$ cat src/rtl/motion_cmd_gen.sv
// motion_cmd_gen: debounces up/down buttons into pending requests
// and arbitrates them into go_up/go_down levels for the motion FSM.
package motion_cmd_pkg;

  typedef enum logic [1:0] {
    S_IDLE  = 2'b00,
    S_UP    = 2'b01,
    S_DOWN  = 2'b10,
    S_DWELL = 2'b11
  } cmd_state_t;

endpackage

module motion_cmd_deb #(
  parameter int DEB_CYCLES = 4,
  parameter int CNT_W      = 3
) (
  input  logic CLK,
  input  logic halt,
  input  logic btn,
  output logic rise
);

  localparam logic [CNT_W-1:0] DEB_MAX = CNT_W'(DEB_CYCLES);

  logic [CNT_W-1:0] cnt;
  logic             deb;
  logic             deb_q;

  always_ff @(posedge CLK or posedge halt) begin
    if (halt) begin
      cnt   <= '0;
      deb_q <= 1'b0;
    end else begin
      deb_q <= deb;
      if (!btn)
        cnt <= '0;
      else if (cnt != DEB_MAX)
        cnt <= cnt + 1'b1;
    end
  end

  // one pulse per accepted press, however long it is held
  assign deb  = (cnt == DEB_MAX);
  assign rise = deb & ~deb_q;

endmodule

module motion_cmd_gen
  import motion_cmd_pkg::*;
#(
  parameter int DEB_CYCLES   = 4,
  parameter int DWELL_CYCLES = 2,
  parameter int CNT_W        = 3
) (
  input  logic       CLK,
  input  logic       halt,
  input  logic       btn_up,
  input  logic       btn_down,
  input  logic       top_lim,
  input  logic       bott_lim,
  output logic       go_up,
  output logic       go_down,
  output logic [1:0] cmd_state,
  output logic [1:0] req_pend
);

  localparam logic [CNT_W-1:0] DWELL_LAST =
    CNT_W'(DWELL_CYCLES - 1);

  cmd_state_t       state;
  cmd_state_t       state_nxt;
  logic             req_up;
  logic             req_dn;
  logic             rise_up;
  logic             rise_dn;
  logic             clr_up;
  logic             clr_dn;
  logic [CNT_W-1:0] dwell_cnt;
  logic             dwell_done;

  motion_cmd_deb #(
    .DEB_CYCLES (DEB_CYCLES),
    .CNT_W      (CNT_W)
  ) u_deb_up (
    .CLK  (CLK),
    .halt (halt),
    .btn  (btn_up),
    .rise (rise_up)
  );

  motion_cmd_deb #(
    .DEB_CYCLES (DEB_CYCLES),
    .CNT_W      (CNT_W)
  ) u_deb_dn (
    .CLK  (CLK),
    .halt (halt),
    .btn  (btn_down),
    .rise (rise_dn)
  );

  assign dwell_done = (dwell_cnt == DWELL_LAST);

  always_ff @(posedge CLK or posedge halt) begin
    if (halt)
      state <= S_IDLE;
    else
      state <= state_nxt;
  end

  always_comb begin
    state_nxt = state;
    clr_up    = 1'b0;
    clr_dn    = 1'b0;
    unique case (state)
      S_IDLE: begin
        if (top_lim && bott_lim) begin
          clr_up = 1'b1;
          clr_dn = 1'b1;
        end else if (req_up) begin
          if (top_lim)
            clr_up = 1'b1;
          else
            state_nxt = S_UP;
        end else if (req_dn) begin
          if (bott_lim)
            clr_dn = 1'b1;
          else
            state_nxt = S_DOWN;
        end
      end
      S_UP: begin
        if (top_lim && bott_lim) begin
          state_nxt = S_DWELL;
          clr_up    = 1'b1;
          clr_dn    = 1'b1;
        end else if (top_lim || req_dn) begin
          state_nxt = S_DWELL;
          clr_up    = 1'b1;
        end
      end
      S_DOWN: begin
        if (top_lim && bott_lim) begin
          state_nxt = S_DWELL;
          clr_up    = 1'b1;
          clr_dn    = 1'b1;
        end else if (bott_lim || req_up) begin
          state_nxt = S_DWELL;
          clr_dn    = 1'b1;
        end
      end
      S_DWELL: begin
        if (dwell_done)
          state_nxt = S_IDLE;
      end
      default: state_nxt = S_IDLE;
    endcase
  end

  always_comb begin
    go_up     = (state == S_UP);
    go_down   = (state == S_DOWN);
    cmd_state = state;
    req_pend  = {req_dn, req_up};
  end

  // a fresh press overrides any clear issued by the FSM on the same edge
  always_ff @(posedge CLK or posedge halt) begin
    if (halt) begin
      req_up <= 1'b0;
      req_dn <= 1'b0;
    end else begin
      unique case (1'b1)
        rise_up && !rise_dn: begin
          req_up <= 1'b1;
          req_dn <= 1'b0;
        end
        rise_dn && !rise_up: begin
          req_up <= 1'b0;
          req_dn <= 1'b1;
        end
        default: begin
          req_up <= req_up & ~clr_up;
          req_dn <= req_dn & ~clr_dn;
        end
      endcase
    end
  end

  always_ff @(posedge CLK or posedge halt) begin
    if (halt)
      dwell_cnt <= '0;
    else if (state == S_DWELL && !dwell_done)
      dwell_cnt <= dwell_cnt + 1'b1;
    else
      dwell_cnt <= '0;
  end

endmodule

$ cat config.mk
export PLATFORM = sky130hd
export DESIGN_NAME = motion_cmd_gen
export DESIGN_NICKNAME = d
export VERILOG_FILES = /design/src/rtl/motion_cmd_gen.sv
export SDC_FILE = /design/constraint.sdc
export NUM_CORES = 1
export LEC_CHECK = 0
export ABC_AREA = 0
export CAP_MARGIN = 20
export CORE_UTILIZATION = 45
export CTS_CLUSTER_SIZE = 30
export DETAILED_ROUTE_END_ITERATION = 7
export PLACE_DENSITY = 0.78
export RECOVER_POWER = 100
export SYNTH_ARGS = -nofsm -noshare
export SYNTH_HDL_FRONTEND = slang
export SYNTH_SLANG_ARGS = --single-unit
$ cat constraint.sdc
create_clock -name CLK -period 2.3 [get_ports CLK]
set_clock_uncertainty 0.1 [all_clocks]
set_input_delay 0.345 -clock CLK [delete_from_list [all_inputs] [get_ports CLK]]
set_output_delay 0.345 -clock CLK [all_outputs]
set_load 0.005 [all_outputs]
==> out/metrics.csv <==
metric,value,unit
die area,2240,sq um
Static Leak,0.5408,nW
max cap viols,0,
n_diodes,0,
Vias,639,
Total Nets Final,126,
net count after synthesis,113,
routability cong.,0.7329,
DR iter-0 viols,2,
setup bufs post-CTS,0,
CTS buffer count,3,
initial antenna violation count,0,
total wire length,1393,microns
Layout area overhead,15.02,%
predominant post-synthesis flop cell,dfrtp_1,
r2r setup slk,430,ps
final core utilization,54.77,%
row cnt,16,
gr usage total,14.06,%
IO buf count,11,
Post-Syn Area,924.6,sq um
final setup fails,0,
Post-synth top cells,"dfrtp_1, inv_1, ha_1, nand2_1, o21ai_0",
vias per inst,4.769,
"Reg clk slew, reported paths",90,ps
# IOs,12,
"Avg Cell Area, Syn",9.733,sq um
Slew headroom,62.06,%
part of the cycle the worst path needs,91.58,%
Clock Tree Buf Depth,2,
CTS tree,built,
ranking of synthesized cells by area,"dfrtp_1, ha_1, inv_1",
cts repair resizes,0,
type of the worst setup path,reg2out,
"area leader, netlist",dfrtp_1,
register area share after synthesis,40.60,%
switching share of total power,35.55,%
largest net degree at the start of global routing,16,
internal power,0.5769,mW
Synth top area share,40.60,%
status,finished clean,
cts hold-fix bufs,0,
first-pass detailed-route iteration total,3,
Final min period,2106,ps
Post-Syn Instances,95,
Netlist cell types,26,
clk_lat worst skew,280,ps
clock share of power,17.0,%
grt ovf,0,
Starting Density,47.62,%
Placed Cells,130,
H-tree lvl count,1,
FILL cells,190,
clk root buf,clkbuf_4,
# DRC,0,
die height,47.33,microns
Max IR drop VDD,464.2,uV
CP Capture Type,output pin,
asr flop ratio synth,100.0,%
arrival time worst endpoint,1660,ps
crit-path max FO,5,
f_max,474.8,MHz
measured slew at the worst slew-check pin,568.5,ps
setup_tns,0,ps
"non-filler cells, final",134,
required time of the critical path,1860,ps
fraction of layout cells with a size suffix above 1,7.477,%
switching power,0.3182,mW
Comb pwr share,43.5,%
DR WL/cell,10.40,microns
number of clock sinks,15,
#FFs+latches synth,15,
vias in the first global route,548,
"Slew Viols, Final",0,
RSZ-0062 raised after global routing,false,
Pwr per Cell Area,841.6,nW/um^2
Worst Hold Class,reg2reg,
first-pass GRT wire length,2159,microns
hpwl dp,1092,microns
Die X,47.33,microns
Flop pwr share,39.4,%
ANT nets after route,0,
nature of the critical path startpoint,flip-flop,
Post-synth EDFFs,0,
Final Hold Viols,0,
Placeable Area,1942,sq um
Synth warnings,0,
flip-flops by register name, summed over array words and instances, names as in the netlist:
name,cells
u_deb_up.cnt,3
dwell_cnt,3
req_up,1
req_dn,1
cmd_state,2
u_deb_dn.cnt,3
u_deb_up.deb_q,1
u_deb_dn.deb_q,1
metal layers:
metal | global-route usage, % | vias to the layer above | part of all wire, %
met5 | 0 | - | 0
met4 | 8.571 | 0 | 2.2
met3 | 2.308 | 4 | 2.9
met2 | 22.19 | 11 | 45
met1 | 17.90 | 289 | 50
li1 | - | 335 | -
critical path, stage by stage (launching register included):
cell and delay (ps):
dfrtp_1 420, inv_1 110, ha_1 240, dlygate4sd3_1 600
metrics by stage:
| step | setup slack (ps) | hold WS (ps) | power, mW | cell area [sq um] |
|---|---|---|---|---|
| final | 193.7 | 394.2 | 0.8951 | 1064 |
| after floorplan | 551.5 | 146.5 | 0.6400 | 924.6 |
| after CTS | 229.3 | 330.6 | 0.9299 | 1069 |
| after global routing | 99.36 | 405.7 | 0.9750 | 1064 |
| after detailed placement | 400.8 | 362.9 | 0.7786 | 1042 |
| after global placement | 428.7 | 349.8 | 0.7607 | 1042 |
final cells by class:
class | instances | area, sq um | area share (%)
clock buffers | 4 | 26.28 | 2.471
repair buffers | 11 | 110.1 | 10.35
flip-flops and latches | 15 | 375.4 | 35.29
inverters | 15 | 56.30 | 5.294
well taps | 27 | 33.78 | 3.176
multi-input cells | 62 | 461.7 | 43.41
power by group through the flow:
stage | sequential [mW] | clock, mW | combinational, mW
after floorplan | 0.350 | 0 | 0.290
after detailed placement | 0.360 | 0 | 0.419
final | 0.353 | 0.152 | 0.390
after global placement | 0.357 | 0 | 0.403
after CTS | 0.355 | 0.154 | 0.421
after global routing | 0.362 | 0.162 | 0.451
cell usage in the layout (no fill, tap or decap), drive strengths merged:
cell type      instances
a21boi                 3
o311ai                 1
or2                    2
and2                   2
nor2b                  3
ha                    12
a31o                   1
a32o                   1
mux2i                  4
clkdlybuf4s50          4
a22o                   1
a211oi                 1
clkbuf                 4
o21ai                  7
a311oi                 1
inv                   15
nand2b                 2
nor2                   6
a31oi                  2
dfrtp                 15
dlygate4sd3            7
nand2                 10
a22oi                  1
xnor2                  2
path summary, 6_finish.rpt:
kind | start | end | cells past startpoint
worst max-delay path | cmd_state[0]$_DFFE_PP0P_ | go_down | 3
worst min-delay path | dwell_cnt[0]$_DFF_PP0_ | dwell_cnt[0]$_DFF_PP0_ | 1
worst max register to register | u_deb_up.cnt[0]$_DFFE_PP0P_ | req_dn$_DFF_PP0_ | 7
worst min register to register | dwell_cnt[0]$_DFF_PP0_ | dwell_cnt[0]$_DFF_PP0_ | 1
max in group asynchronous | halt | u_deb_up.cnt[0]$_DFFE_PP0P_ | 2
min in group asynchronous | halt | dwell_cnt[0]$_DFF_PP0_ | 2
logic make-up after synthesis:
family / count (synthesis) / synth area share, %
AOI/OAI and AO/OA: 19 / 15.16
xor gates and xnor gates: 2 / 1.895
adders and majority gates: 12 / 16.24
buffers and inverters: 18 / 8.930
DFF: 15 / 40.60
muxes: 4 / 4.330
and+or+nand+nor: 25 / 12.86
No activity file was read; power rests on OpenSTA's default activity.
